===== src/rtl/mem_split_pkg.sv =====
// Shared types and chunk arithmetic for the memory burst splitter and the
// load-store address generators that reuse the same chunk rule.
package mem_split_pkg;

  typedef enum logic [0:0] {
    IDLE  = 1'b0,
    ISSUE = 1'b1
  } state_e;

  localparam int unsigned CALC_W             = 64;
  localparam int unsigned DEF_BOUNDARY_LOG2  = 12;
  localparam int unsigned DEF_MAX_BURST_LOG2 = 12;

  typedef struct packed {
    logic [CALC_W-1:0] size;
    logic              last;
  } chunk_t;

  function automatic logic [CALC_W-1:0] boundary_bytes(input int unsigned lg);
    return CALC_W'(1) << lg;
  endfunction

  function automatic logic [CALC_W-1:0] max_burst_bytes(input int unsigned lg);
    return CALC_W'(1) << lg;
  endfunction

  // An aligned address yields a full boundary window rather than zero.
  function automatic chunk_t chunk_size(input logic [CALC_W-1:0] addr_lsbs,
                                        input logic [CALC_W-1:0] remaining,
                                        input int unsigned       bnd_log2,
                                        input int unsigned       max_log2);
    logic [CALC_W-1:0] bnd;
    logic [CALC_W-1:0] to_bnd;
    logic [CALC_W-1:0] sz;
    chunk_t            res;
    bnd    = boundary_bytes(bnd_log2);
    to_bnd = bnd - (addr_lsbs & (bnd - CALC_W'(1)));
    sz     = remaining;
    if (to_bnd < sz) sz = to_bnd;
    if (max_burst_bytes(max_log2) < sz) sz = max_burst_bytes(max_log2);
    res.size = sz;
    res.last = (sz == remaining);
    return res;
  endfunction

endpackage


===== src/rtl/mem_split_chunk_calc.sv =====
// Combinational chunk computation: size of the next chunk from the current
// address and remaining byte count, and whether it finishes the request.
module mem_split_chunk_calc
  import mem_split_pkg::*;
#(
  parameter int unsigned ADDR_WIDTH     = 64,
  parameter int unsigned REQ_SIZE_WIDTH = 16,
  parameter int unsigned BOUNDARY_LOG2  = DEF_BOUNDARY_LOG2,
  parameter int unsigned MAX_BURST_LOG2 = DEF_MAX_BURST_LOG2
) (
  input  logic [ADDR_WIDTH-1:0]     cur_addr_i,
  input  logic [REQ_SIZE_WIDTH-1:0] remaining_i,
  output logic [REQ_SIZE_WIDTH-1:0] chunk_size_o,
  output logic                      chunk_last_o
);

  chunk_t res;
  logic   unused_bits;

  assign res = chunk_size(CALC_W'(cur_addr_i[BOUNDARY_LOG2-1:0]),
                          CALC_W'(remaining_i),
                          BOUNDARY_LOG2, MAX_BURST_LOG2);

  // The chunk never exceeds remaining, so the narrow slice is lossless.
  assign chunk_size_o = res.size[REQ_SIZE_WIDTH-1:0];
  assign chunk_last_o = res.last;

  assign unused_bits = ^{res.size[CALC_W-1:REQ_SIZE_WIDTH],
                         cur_addr_i[ADDR_WIDTH-1:BOUNDARY_LOG2]};

endmodule


===== src/rtl/mem_burst_splitter.sv =====
// Splits one memory request into boundary- and burst-limited chunks.
// Define MEM_BURST_SPLITTER_PIPELINE_EN to accept the next request on the last-chunk handshake.
module mem_burst_splitter
  import mem_split_pkg::*;
#(
  parameter int unsigned ADDR_WIDTH     = 64,
  parameter int unsigned REQ_SIZE_WIDTH = 16,
  parameter int unsigned BOUNDARY_LOG2  = DEF_BOUNDARY_LOG2,
  parameter int unsigned MAX_BURST_LOG2 = DEF_MAX_BURST_LOG2
) (
  input  logic                      clk,
  input  logic                      reset,
  input  logic                      in_valid,
  output logic                      in_ready,
  input  logic [ADDR_WIDTH-1:0]     in_addr,
  input  logic [REQ_SIZE_WIDTH-1:0] in_size,
  output logic                      out_valid,
  input  logic                      out_ready,
  output logic [ADDR_WIDTH-1:0]     out_addr,
  output logic [REQ_SIZE_WIDTH-1:0] out_size,
  output logic                      out_first,
  output logic                      out_last,
  output logic                      busy,
  output logic                      req_done
);

  if (!(MAX_BURST_LOG2 <= BOUNDARY_LOG2 && MAX_BURST_LOG2 < REQ_SIZE_WIDTH)) begin : g_bad_params
    $error("mem_burst_splitter: need MAX_BURST_LOG2 <= BOUNDARY_LOG2 and MAX_BURST_LOG2 < REQ_SIZE_WIDTH");
  end

  state_e                    state_q, state_d;
  logic [ADDR_WIDTH-1:0]     cur_addr_q, cur_addr_d;
  logic [REQ_SIZE_WIDTH-1:0] remaining_q, remaining_d;
  logic [ADDR_WIDTH-1:0]     out_addr_q, out_addr_d;
  logic [REQ_SIZE_WIDTH-1:0] out_size_q, out_size_d;
  logic                      out_first_q, out_first_d;
  logic                      out_last_q, out_last_d;
  logic                      req_done_q, req_done_d;
  logic                      done_pend_q, done_pend_d;

  logic                      out_hs, last_hs, adv_hs, accept, zero_acc;
  logic [ADDR_WIDTH-1:0]     adv_addr, calc_addr;
  logic [REQ_SIZE_WIDTH-1:0] adv_rem, calc_rem, calc_size;
  logic                      calc_last;
  logic [1:0]                done_cnt;

  assign out_hs  = (state_q == ISSUE) && out_ready;
  assign last_hs = out_hs && out_last_q;
  assign adv_hs  = out_hs && !out_last_q;

`ifdef MEM_BURST_SPLITTER_PIPELINE_EN
  assign in_ready = (state_q == IDLE) || last_hs;
`else
  assign in_ready = (state_q == IDLE);
`endif

  assign accept   = in_valid && in_ready;
  assign zero_acc = accept && (in_size == '0);

  // One calculator serves both the advance and the fresh-request load;
  // the two can never happen in the same cycle.
  assign adv_addr  = cur_addr_q + ADDR_WIDTH'(out_size_q);
  assign adv_rem   = remaining_q - out_size_q;
  assign calc_addr = adv_hs ? adv_addr : in_addr;
  assign calc_rem  = adv_hs ? adv_rem : in_size;

  mem_split_chunk_calc #(
    .ADDR_WIDTH    (ADDR_WIDTH),
    .REQ_SIZE_WIDTH(REQ_SIZE_WIDTH),
    .BOUNDARY_LOG2 (BOUNDARY_LOG2),
    .MAX_BURST_LOG2(MAX_BURST_LOG2)
  ) u_calc (
    .cur_addr_i  (calc_addr),
    .remaining_i (calc_rem),
    .chunk_size_o(calc_size),
    .chunk_last_o(calc_last)
  );

  always_comb begin
    state_d     = state_q;
    cur_addr_d  = cur_addr_q;
    remaining_d = remaining_q;
    out_addr_d  = out_addr_q;
    out_size_d  = out_size_q;
    out_first_d = out_first_q;
    out_last_d  = out_last_q;

    if (adv_hs) begin
      cur_addr_d  = adv_addr;
      remaining_d = adv_rem;
      out_addr_d  = adv_addr;
      out_size_d  = calc_size;
      out_last_d  = calc_last;
      out_first_d = 1'b0;
    end

    if (last_hs) begin
      state_d     = IDLE;
      remaining_d = adv_rem;
    end

    // Placed after the last-handshake branch so a pipelined accept wins.
    if (accept && (in_size != '0)) begin
      state_d     = ISSUE;
      cur_addr_d  = in_addr;
      remaining_d = in_size;
      out_addr_d  = in_addr;
      out_size_d  = calc_size;
      out_last_d  = calc_last;
      out_first_d = 1'b1;
    end

    // Two completions in one cycle spill the second pulse into the next.
    done_cnt    = {1'b0, last_hs} + {1'b0, zero_acc} + {1'b0, done_pend_q};
    req_done_d  = (done_cnt != 2'd0);
    done_pend_d = done_cnt[1];
  end

  always_ff @(posedge clk) begin
    if (reset) begin
      state_q     <= IDLE;
      cur_addr_q  <= '0;
      remaining_q <= '0;
      out_addr_q  <= '0;
      out_size_q  <= '0;
      out_first_q <= 1'b0;
      out_last_q  <= 1'b0;
      req_done_q  <= 1'b0;
      done_pend_q <= 1'b0;
    end else begin
      state_q     <= state_d;
      cur_addr_q  <= cur_addr_d;
      remaining_q <= remaining_d;
      out_addr_q  <= out_addr_d;
      out_size_q  <= out_size_d;
      out_first_q <= out_first_d;
      out_last_q  <= out_last_d;
      req_done_q  <= req_done_d;
      done_pend_q <= done_pend_d;
    end
  end

  assign out_valid = (state_q == ISSUE);
  assign busy      = (state_q != IDLE);
  assign out_addr  = out_addr_q;
  assign out_size  = out_size_q;
  assign out_first = out_first_q;
  assign out_last  = out_last_q;
  assign req_done  = req_done_q;

endmodule


===== config.mk =====
export PLATFORM = sky130hd
export DESIGN_NAME = mem_burst_splitter
export DESIGN_NICKNAME = d
export VERILOG_FILES = /design/src/rtl/mem_split_pkg.sv /design/src/rtl/mem_split_chunk_calc.sv /design/src/rtl/mem_burst_splitter.sv
export SDC_FILE = /design/constraint.sdc
export NUM_CORES = 1
export LEC_CHECK = 0
export BUFFER_PORTS_ARGS = -buffer_cell sky130_fd_sc_hd__buf_2
export CELL_PAD_IN_SITES_DETAIL_PLACEMENT = 1
export CELL_PAD_IN_SITES_GLOBAL_PLACEMENT = 2
export CORE_UTILIZATION = 28
export CTS_CLUSTER_DIAMETER = 40
export DETAILED_ROUTE_END_ITERATION = 10
export PLACE_DENSITY_LB_ADDON = 0.1
export SETUP_SLACK_MARGIN = 0.15
export SLEW_MARGIN = 10
export SYNTH_ARGS = -nofsm -noshare
export SYNTH_HDL_FRONTEND = slang
export SYNTH_SLANG_ARGS = --single-unit

===== constraint.sdc =====
create_clock -name clk -period 5.4 [get_ports clk]
set_input_delay 1.08 -clock clk [delete_from_list [all_inputs] [get_ports clk]]
set_output_delay 1.08 -clock clk [all_outputs]
set_load 0.02 [all_outputs]

==> results of run 1 <==
[worst max-delay path: stages (launching register included)]
cell       delay, ns
dfxtp_4         0.36
ha_4            0.18
fa_2            0.43
a211oi_4        0.31
o31ai_4         0.12
xor2_2          0.21
or3b_4          0.40
a2111oi_4       0.28
buf_4           0.19
nand2_1         0.08
or3_4           0.37
inv_4           0.07
ha_4            0.19
and3_1          0.14
nand3_1         0.08
o31a_1          0.21
nor3_2          0.06
a31o_4          0.27
nor4_4          0.30
buf_4           0.19
a21oi_4         0.03
buf_4           0.17
o2111ai_1       0.12
a21oi_1         0.09
[routing by layer]
| metal | routed length, microns | up-vias |
|---|---|---|
| met3 | 1230 | 23 |
| met1 | 13200 | 3714 |
| met4 | 354 | 0 |
| met5 | 0 | - |
| li1 | - | 3863 |
| met2 | 13900 | 130 |
[synth_stat cells (5+ instances only)]
| cell type | number |
|---|---|
| and2_1 | 10 |
| o21ai_1 | 5 |
| a211oi_1 | 48 |
| or3_1 | 9 |
| a221oi_1 | 7 |
| nand3_1 | 24 |
| o2111ai_1 | 13 |
| a21o_1 | 16 |
| o21ai_0 | 17 |
| xor2_1 | 37 |
| a22oi_1 | 16 |
| mux2i_1 | 16 |
| nor2_1 | 112 |
| nor2b_1 | 6 |
| and3_1 | 16 |
| a31oi_1 | 8 |
| buf_1 | 5 |
| nand4_1 | 13 |
| o211ai_1 | 10 |
| ha_1 | 44 |
| a311oi_1 | 7 |
| clkbuf_1 | 42 |
| o31ai_1 | 5 |
| nor3_1 | 17 |
| and4_1 | 8 |
| inv_1 | 33 |
| a21oi_1 | 67 |
| xnor2_1 | 40 |
| dfxtp_1 | 101 |
| nor4_1 | 14 |
| nand2_1 | 88 |
| o21a_1 | 7 |
[power breakdown]
| part | internal [mW] | leakage (nW) | switching [mW] |
|---|---|---|---|
| Combinational | 0.432 | 3.09 | 0.598 |
| Sequential | 0.811 | 0.836 | 0.0711 |
| Clock | 0.324 | 0.137 | 0.357 |
| Total | 1.57 | 4.06 | 1.03 |
[cell usage in the layout (no fill, tap or decap), types with 4 or more instances in the layout]
master,count
and2_1,9
dfxtp_1,96
and4_1,8
a211oi_1,48
o2111ai_1,12
o21ai_0,17
buf_2,168
dfxtp_2,4
a221oi_1,7
a21o_1,16
a31oi_1,7
o211a_1,4
nand2_1,86
ha_4,4
clkbuf_16,9
ha_1,37
nor2_1,110
nor3_1,15
a21oi_1,63
a21oi_2,4
nor2b_1,6
o21a_1,7
xnor2_1,40
a311oi_1,7
and3_1,16
o21ai_1,5
or3_1,8
a22oi_1,16
xor2_1,36
nor4_1,13
inv_1,33
buf_4,79
nand3_1,23
nand4_1,13
mux2i_1,14
o211ai_1,10
[state kept, by name (all words and copies together) (netlist names)]
signal / flops
out_size: 16
out_last: 1
req_done: 1
out_first: 1
busy: 1
out_addr: 64
done_pend_q: 1
remaining_q: 16
[through the flow]
stage	worst slack, ns	hold slack [ns]
after global placement	0.0144	0.442
after floorplan	-0.00462	0.440
after detailed placement	-0.118	0.460
final	0.384	0.468
after CTS	0.187	0.472
after global routing	0.118	0.485
[repair_timing]
action / 4_1_cts / 5_1_grt
setup buffers: 3 / 7
gates resized for setup: 5 / 35
pin swaps: 2 / 16
endpoints found under the setup margin: 8 / 14
[path summary, 6_finish.rpt]
check	slack, ns	to	from
hold / removal	0.47	remaining_q[4]	remaining_q[4]
setup reg to reg	0.38	out_size[6]	out_addr[0]
hold reg to reg	0.47	remaining_q[4]	remaining_q[4]
setup / recovery	0.38	out_size[6]	out_addr[0]
[area by class of cell]
class | instances | share of cell area (%)
clock buffer | 10 | 2.37
clock inverter | 6 | 0.545
inverter | 34 | 1.35
multi-input combinational | 752 | 55.0
sequential | 101 | 21.1
tap | 335 | 4.35
timing repair buffer | 250 | 15.3
[cells by family (layout without fill, tap and decap cells)]
family	Yosys count	after routing	share of synthesized area, %
AOI/OAI and AO/OA	266	266	25.5
xor gates and xnor gates	78	78	9.31
adders and majority gates	47	47	8.23
buffers and inverters	87	300	4.71
DFF	101	101	27.3
muxes	20	20	2.80
and+or+nand+nor	341	341	22.1
==> reports/metrics.csv, run 1 <==
stage,metric,value,unit
status,status,finished clean,
clock_network,hold buffer count at cts,0,
setup_path,"Max FO, Critical Path",7,
logic_synthesis,Synth cell types,73,
worst_hold_path,worst hold path class,register to register,
sta,Slew @ Worst Pin,0.778,ns
route,Antenna Nets Post-Route,0,
logic_synthesis,"Avg Cell Area, Syn",7.89,sq um
logic_synthesis,post-synth top area share,27.3,%
logic_synthesis,"area leader, netlist",dfxtp_1,
setup_path,CP Launch Type,register,
clock_network,Sink Count,101,
logic_synthesis,Syn Std Cell Area,0.00741,sq mm
logic_synthesis,"Seq/Total Area, Yosys",27.3,%
placement,IO buf count,169,
sta,crit path time final,5.02,ns
logic_synthesis,Mapped Cells,940,
global_route,gr usage total,21.3,%
logic_synthesis,Ys Warns,0,
global_route,grt met1 use,27.0,%
cells_and_area,Sequential Area,0.00203,sq mm
global_route,number of global-route vias before repair,7975,
floorplanning,Top-Level Pins,170,
cells_and_area,fin util,37.1,%
global_route,global route overflow,0,
sta,count of pins over their slew limit,0,
global_route,layer with the highest usage,met2,
floorplanning,die width,165,microns
worst_hold_path,Hold Path Stages,2,
sta,crit share post-route,92.9,%
cells_and_area,Layout area overhead,30.1,%
sta,Final Skew,0.0173,ns
floorplanning,Die Outline Area,0.0271,sq mm
global_route,first-pass GRT wire length,44200,microns
floorplanning,Starting Density,28.5,%
sta,final hold vios,0,
placement,HPWL Detailed,21800,microns
clock_network,CTS tree,built,
sta,unrepaired setup endpoints after global routing,no,
setup_path,R2R depth,23,
cells_and_area,# fillers,3216,
setup_path,"Data required, critical path",5.62,ns
clock_network,clock buffer depth,2,
pwr,Max rail drop VDD,146,uV
setup_path,CP endpoint kind,register,
logic_synthesis,"FF+latch count, synth",101,
global_route,M2 GR Usage,36.7,%
sta,f_max,199,MHz
route,DRT Pass-1 Iters,4,
pwr,PwrDens,269,mW/mm^2
logic_synthesis,Mapped Nets,1071,
sta,Max-slew headroom,48.1,%
logic_synthesis,"top cells by area, synth","dfxtp_1 (27%), ha_1 (7.4%), nor2_1 (5.7%)",
route,number of remaining DRC errors,0,
placement,gpl congestion,0.852,
floorplanning,Die Ht,165,microns
pwr,Final Total Pwr,2.59,mW
floorplanning,core area,0.0260,sq mm
cells_and_area,Final nets,1279,
logic_synthesis,Post-synth EDFFs,0,
cells_and_area,layout cells sized above 1,28.4,%
route,drt initial violations,328,
cells_and_area,Antenna Cells,0,
sta,final setup fails,0,
global_route,met3 GRT Util,4.70,%
global_route,initial antenna violation count,1,
clock_network,H-tree lvl count,3,
route,total number of vias,7730,
placement,Inst Count DP,1462,
floorplanning,Rows,59,
route,drt via density,5.19,
cells_and_area,area of the multi-input gates,0.00531,sq mm
placement,DP Area,0.00911,sq mm
setup_path,Worst EP arrival,5.23,ns
setup_path,Setup Crit Path Kind,register to register,
cells_and_area,Non-Filler Instances,1488,
cells_and_area,"Design Area, Final",0.00964,sq mm
pwr,Leak Pwr,4.06,nW
clock_network,clock slew at reported path FFs,0.08,ns
clock_network,Skew-Pair Late Insertion Delay,0.37,ns
global_route,largest net degree at the start of global routing,116,
route,WL final,28700,microns
sta,Post-Route Setup TNS,0,ns
logic_synthesis,Synth Flop Type,dfxtp_1,
route,WL/cell,19.3,microns
clock_network,CTS Buf Count,9,
clock_network,CTS root buffer,clkbuf_16,
job,max cap viols,0,
logic_synthesis,asr flop ratio synth,0,%
Note: power is estimated with default switching activity, not from simulation.
==> inputs of run 2 (changes only) <==
--- a/config.mk
+++ b/config.mk
@@ -8,7 +8,8 @@
 export BUFFER_PORTS_ARGS = -buffer_cell sky130_fd_sc_hd__buf_2
 export CELL_PAD_IN_SITES_DETAIL_PLACEMENT = 1
 export CELL_PAD_IN_SITES_GLOBAL_PLACEMENT = 2
-export CORE_UTILIZATION = 28
+export CORE_UTILIZATION = 29
+export CTS_BUF_LIST = sky130_fd_sc_hd__clkbuf_2 sky130_fd_sc_hd__clkbuf_4 sky130_fd_sc_hd__clkbuf_8
 export CTS_CLUSTER_DIAMETER = 40
 export DETAILED_ROUTE_END_ITERATION = 10
 export PLACE_DENSITY_LB_ADDON = 0.1
==> run 2 against run 1 <==
Against the previous run: clock power shrank 22%; total power decreased by 6.1%; final cell count shrank 0.20%; first-iteration DRC count increased by 3.4%; register-to-register slack got worse by 0.09 ns; critical endpoint is now out_last; critical path type is now input pin to register; sequential power about the same.
==> reports/metrics.csv, run 2 (synthesis results as in run 1) <==
stage,metric,value,unit
pwr,Int Power,1.42,mW
placement,HPWL Detailed,21800,microns
setup_path,"Data required, critical path",5.71,ns
pwr,Flop pwr share,36.1,%
worst_hold_path,worst hold path class,register to register,
route,number of remaining DRC errors,0,
setup_path,Worst Setup EP,out_last,
clock_network,Skew-Pair Late Insertion Delay,0.41,ns
sta,Final Skew,0.0215,ns
clock_network,Sink Count,101,
route,WL/cell,19.2,microns
sta,Slew @ Worst Pin,0.957,ns
sta,f_max,196,MHz
floorplanning,core area,0.0251,sq mm
route,drt initial violations,339,
setup_path,CP Launch Type,input pin,
cells_and_area,"commonest cells after routing, fill and taps aside","buf_2 (168), nor2_1 (111), dfxtp_1 (97)",
setup_path,crit-path cells,buf_2 > and3b_2 > and2_1 > a21oi_1 > ha_2 > nand4_1 > a2111oi_4 > buf_4 > buf_4 > xor2_2 > ha_2 > a21o_1 > a21o_1 > a21o_1 > a21oi_2 > o31a_1 > nor2b_1 > a31o_2 > or3_1 > o211a_1 > o21bai_1 > a32oi_1 > o41ai_2,
cells_and_area,fin util,37.9,%
global_route,initial antenna violation count,1,
cells_and_area,layout cells sized above 1,28.1,%
sta,setup ws final,0.289,ns
setup_path,Setup Crit Path Kind,input pin to register,
route,WL final,28400,microns
setup_path,Reg-to-Reg End,out_last,
pwr,Max rail drop VDD,110,uV
sta,count of pins over their slew limit,0,
placement,Setup WS pre-CTS,-0.188,ns
setup_path,"Max FO, Critical Path",10,
floorplanning,Top-Level Pins,170,
pwr,Leak Pwr,4.04,nW
floorplanning,Die Outline Area,0.0262,sq mm
sta,final setup fails,0,
sta,unrepaired setup endpoints after global routing,yes,
cells_and_area,"most common cell after layout, fill and taps aside",buf_2,
clock_network,clock slew at reported path FFs,0.13,ns
sta,final hold vios,0,
clock_network,H-tree lvl count,3,
cells_and_area,Antenna Cells,0,
sta,Post-Route Setup TNS,0,ns
setup_path,CP endpoint kind,register,
worst_hold_path,Hold Path Origin,out_first,
floorplanning,die width,162,microns
floorplanning,Rows,58,
setup_path,Crit-path slowest cell,a2111oi_4,
pwr,PwrDens,256,mW/mm^2
setup_path,Worst R2R Setup Slack,0.29,ns
setup_path,crit-path most repeated cell,a21o_1,
route,DRT Pass-1 Iters,6,
floorplanning,Starting Density,29.5,%
cells_and_area,# fillers,3193,
placement,IO buf count,169,
global_route,largest net degree at the start of global routing,75,
clock_network,CTS tree,built,
pwr,switch share,41.5,%
pwr,Logic pwr share,42.1,%
route,drt via density,5.26,
route,total number of vias,7804,
floorplanning,Die Ht,162,microns
global_route,first-pass GRT wire length,44600,microns
clock_network,clock buffer depth,2,
setup_path,critical path's largest stage delay,0.35,ns
setup_path,Worst EP arrival,5.42,ns
pwr,Clock Power Share,21.8,%
cells_and_area,number of flip-flops under the largest register name,64,
setup_path,Critical Path Source,out_ready,
cells_and_area,Final nets,1281,
route,Antenna Nets Post-Route,0,
sta,Max-slew headroom,36.2,%
pwr,Sw Pwr,1.01,mW
sta,crit share post-route,94.6,%
clock_network,hold buffer count at cts,0,
cells_and_area,Layout area overhead,28.4,%
sta,crit path time final,5.11,ns
placement,gpl congestion,0.825,
status,status,finished clean,
global_route,gr usage total,21.9,%
clock_network,CTS root buffer,clkbuf_8,
setup_path,beginning of the worst register-to-register path,out_addr[0],
setup_path,R2R depth,22,
global_route,global route overflow,0,
clock_network,CTS Buf Count,9,
job,max cap viols,0,
global_route,number of global-route vias before repair,8033,
## run 2: critical path: cells and delay by family
family | cells | cell delay [ns]
xor+xnor | 1 | 0.06
compound gates | 12 | 2.32
fa+ha+maj | 2 | 0.41
buf+inv | 3 | 0.42
simple gates | 5 | 1.15
## run 2: how the worst min path moves through the flow
stage	end	slack, ns	cells after the start
global placement	out_first	0.44	2
detailed placement	out_first	0.45	2
global route	out_first	0.48	2
floorplan	remaining_q[3]	0.44	2
CTS	out_first	0.47	2
finish	out_first	0.46	2
## run 2: timing repair
item                                    CTS  global route
endpoints found under the setup margin    7            14
buffers inserted                          3             8
pin swaps                                 1            13
gates resized for setup                   3            28
## run 2: layout make-up
| cell class | instances | area, sq um | area share [%] |
|---|---|---|---|
| Timing Repair Buffer | 252 | 1480 | 15.5 |
| Inverter | 34 | 130 | 1.37 |
| Clock inverter | 6 | 63.8 | 0.670 |
| Sequential cell | 101 | 2030 | 21.3 |
| Clock buffer | 10 | 131 | 1.38 |
| Tap cell | 330 | 413 | 4.34 |
| Multi-Input combinational cell | 752 | 5270 | 55.4 |
## run 2: per-layer routing
layer | up-vias | part of all wire (%) | GRT usage, %
li1 | 3867 | - | -
met1 | 3741 | 45 | 26.7
met2 | 160 | 49 | 38.4
met3 | 34 | 4.4 | 4.52
met4 | 2 | 2.0 | 6.22
met5 | - | 0.046 | 0
## run 2: power groups by stage
stage | Clock, mW | Combinational (mW) | Sequential (mW)
floorplan | 0 | 0.597 | 0.943
global placement | 0 | 0.992 | 0.894
detailed placement | 0 | 0.996 | 0.895
CTS | 0.553 | 1.00 | 0.879
global route | 0.574 | 1.13 | 0.889
finish | 0.531 | 1.03 | 0.879
## run 2: through the flow
stage / hold WS, ns / total power [mW] / area [sq um] / std cells
2_1_floorplan: 0.440 / 1.54 / 7540 / 940
3_3_place_gp: 0.439 / 1.89 / 9090 / 1458
3_5_place_dp: 0.449 / 1.89 / 9090 / 1458
4_1_cts: 0.465 / 2.44 / 9320 / 1477
5_1_grt: 0.479 / 2.59 / 9520 / 1485
6_report: 0.464 / 2.43 / 9520 / 1485
==> inputs of run 3 (changes only) <==
--- a/config.mk
+++ b/config.mk
@@ -5,10 +5,11 @@
 export SDC_FILE = /design/constraint.sdc
 export NUM_CORES = 1
 export LEC_CHECK = 0
+export ABC_AREA = 1
 export BUFFER_PORTS_ARGS = -buffer_cell sky130_fd_sc_hd__buf_2
 export CELL_PAD_IN_SITES_DETAIL_PLACEMENT = 1
 export CELL_PAD_IN_SITES_GLOBAL_PLACEMENT = 2
-export CORE_UTILIZATION = 29
+export CORE_UTILIZATION = 27
 export CTS_BUF_LIST = sky130_fd_sc_hd__clkbuf_2 sky130_fd_sc_hd__clkbuf_4 sky130_fd_sc_hd__clkbuf_8
 export CTS_CLUSTER_DIAMETER = 40
 export DETAILED_ROUTE_END_ITERATION = 10
==> run 3 against run 2 <==
Against the previous run: clock power is 2% lower; cell area rose by 7.2%; global-route usage decreased by 0.62 points; flip-flop and latch count unchanged; clock skew decreased by 0.00093 ns; count of clock-buffer cells in the layout shrank 1; die area is 24% higher; area after synthesis up 16%; largest power group unchanged.
==> reports/metrics.csv, run 3 <==
stage,metric,value,unit
sta,count of pins over their slew limit,0,
route,WL/cell,17.9,microns
clock_network,Sink Count,101,
logic_synthesis,Post-synth EDFFs,0,
sta,crit share post-route,89.4,%
clock_network,H-tree lvl count,3,
pwr,Int Power,1.36,mW
logic_synthesis,Synth cell types,49,
logic_synthesis,Synth Flop Type,dfxtp_1,
route,Antenna Nets Post-Route,0,
global_route,number of global-route vias before repair,9409,
logic_synthesis,Mapped Cells,1370,
logic_synthesis,"top cells by area, synth","dfxtp_1 (24%), nand2_1 (18%), inv_1 (7.4%)",
global_route,largest net degree at the start of global routing,75,
route,drt initial violations,395,
sta,Final Skew,0.0205,ns
pwr,Clock Power Share,21.1,%
floorplanning,Die Outline Area,0.0324,sq mm
global_route,initial antenna violation count,0,
cells_and_area,Final nets,1657,
setup_path,CP endpoint kind,register,
floorplanning,Rows,64,
placement,gpl congestion,0.816,
setup_path,critical path's largest stage delay,0.49,ns
logic_synthesis,"area leader, netlist",dfxtp_1,
logic_synthesis,Syn Std Cell Area,0.00857,sq mm
pwr,PwrDens,242,mW/mm^2
setup_path,crit-path most repeated cell,nand2_1,
logic_synthesis,"Avg Cell Area, Syn",6.25,sq um
floorplanning,Starting Density,27.7,%
setup_path,Setup Crit Path Kind,register to register,
placement,DP Area,0.00984,sq mm
route,DRT Pass-1 Iters,4,
clock_network,hold buffer count at cts,0,
floorplanning,Top-Level Pins,170,
worst_hold_path,worst hold path class,register to register,
route,WL final,34500,microns
clock_network,clock buffer depth,2,
logic_synthesis,Post-synth top cells,"nand2_1 (403), inv_1 (169), dfxtp_1 (101)",
clock_network,CTS Buf Count,9,
pwr,switch share,45.1,%
pwr,Sw Pwr,1.11,mW
clock_network,CTS tree,built,
clock_network,Skew-Pair Late Insertion Delay,0.40,ns
logic_synthesis,asr flop ratio synth,0,%
sta,Max-slew headroom,27.6,%
logic_synthesis,Mapped Nets,1501,
logic_synthesis,top-count cell post-synth,nand2_1,
cells_and_area,layout cells sized above 1,19.2,%
sta,f_max,207,MHz
cells_and_area,Layout area overhead,19.2,%
global_route,global route overflow,0,
placement,IO buf count,169,
sta,final hold vios,0,
cells_and_area,"Design Area, Final",0.0102,sq mm
sta,unrepaired setup endpoints after global routing,no,
clock_network,clock slew at reported path FFs,0.12,ns
sta,final setup fails,0,
job,max cap viols,0,
clock_network,CTS root buffer,clkbuf_8,
cells_and_area,"most common cell after layout, fill and taps aside",nand2_1,
setup_path,"Data required, critical path",5.73,ns
sta,Slew @ Worst Pin,1.09,ns
setup_path,Worst EP arrival,5.16,ns
cells_and_area,"commonest cells after routing, fill and taps aside","nand2_1 (401), buf_2 (169), inv_1 (167)",
cells_and_area,Antenna Cells,0,
logic_synthesis,Ys Warns,0,
pwr,Flop pwr share,36.5,%
sta,Post-Route Setup TNS,0,ns
floorplanning,core area,0.0309,sq mm
logic_synthesis,post-synth top area share,23.6,%
setup_path,Crit-path slowest cell,dfxtp_1,
pwr,Leak Pwr,4.96,nW
status,status,finished clean,
route,total number of vias,9384,
route,number of remaining DRC errors,0,
floorplanning,die width,180,microns
logic_synthesis,"FF+latch count, synth",101,
sta,crit path time final,4.83,ns
route,drt via density,4.87,
global_route,first-pass GRT wire length,54300,microns
floorplanning,Die Ht,180,microns
global_route,gr usage total,21.2,%
setup_path,CP Launch Type,register,
pwr,Max rail drop VDD,94.8,uV
cells_and_area,# fillers,4040,
pwr,Logic pwr share,42.4,%
cells_and_area,number of flip-flops under the largest register name,64,
placement,HPWL Detailed,26500,microns
setup_path,"Max FO, Critical Path",14,
logic_synthesis,"Seq/Total Area, Yosys",23.6,%
run 3: changes by cell type in the layout (fill, tap and decap cells not counted), sizes merged, moves of 16 or more:
cell / delta
nor2: -19
inv: +139
nand3: +50
a22oi: -16
mux2i: -17
buf: -57
o21bai: +39
a211oi: -48
nand2: +332
a21o: -16
xnor2: -20
o21ai: +63
a21oi: +28
run 3: critical path, delay by kind of cell, from the launching register on:
family,cells,cell delay [ns]
buf+inv,4,0.37
xor+xnor,1,0.19
compound gates,5,1.19
simple gates,16,1.79
flops,1,0.49
fa+ha+maj,2,0.71
run 3: power groups by stage:
stage	registers, mW	logic, mW	clock network (mW)
5_1_grt	0.915	1.18	0.569
3_5_place_dp	0.919	1.03	0
3_3_place_gp	0.918	1.03	0
4_1_cts	0.902	1.04	0.549
2_1_floorplan	0.949	0.648	0
6_report	0.901	1.05	0.522
run 3: worst paths after layout:
path / cells after the start / endpoint / from / slack, ns
setup / recovery: 28 / out_last / out_size[5] / 0.57
hold / removal: 2 / out_first / out_first / 0.47
setup reg to reg: 28 / out_last / out_size[5] / 0.57
hold reg to reg: 2 / out_first / out_first / 0.47
run 3: kinds of logic (layout without fill, tap and decap cells):
logic type / count (synthesis) / after routing / synth area share [%]
simple gates: 668 / 670 / 34.3
compound gates: 267 / 267 / 18.4
buf+inv: 228 / 387 / 10.6
flops: 101 / 101 / 23.6
xor+xnor: 59 / 59 / 6.03
fa+ha+maj: 47 / 47 / 7.13
run 3: final cells by class:
| class | instances | area [sq um] | area share, % |
|---|---|---|---|
| Tap cell | 396 | 495 | 4.85 |
| Timing Repair Buffer | 195 | 1040 | 10.2 |
| Clock inverter | 7 | 68.8 | 0.674 |
| Multi-Input combinational cell | 1043 | 5780 | 56.7 |
| Inverter | 176 | 661 | 6.47 |
| Clock buffer | 9 | 124 | 1.21 |
| Sequential cell | 101 | 2030 | 19.9 |
run 3: layer usage:
metal  wire (microns)  track usage (%)  part of all wire [%]  up-vias
met2            15300             34.4                    44      163
li1                 -                -                     -     4770
met1            17800             30.7                    52     4435
met5                0                0                     0        -
met4              276             3.18                  0.80        0
met3             1050             2.18                   3.0       16
run 3: per-stage QoR:
stage / total power, mW / hold WS (ns) / worst slack (ns) / util (%) / std cells
finish: 2.47 / 0.473 / 0.572 / 33.0 / 1927
global route: 2.66 / 0.519 / 0.162 / 33.0 / 1927
CTS: 2.49 / 0.474 / 0.400 / 32.5 / 1921
detailed placement: 1.95 / 0.456 / 0.245 / 31.8 / 1905
global placement: 1.95 / 0.453 / 0.254 / 31.8 / 1905
floorplan: 1.60 / 0.455 / 0.945 / - / 1370
run 3: repair_timing:
item / in CTS / in global routing
resized for setup: 0 / 33
setup endpoints to repair: 0 / 1
setup buffers: 0 / 4
endpoints found under the hold margin: 0 / 0
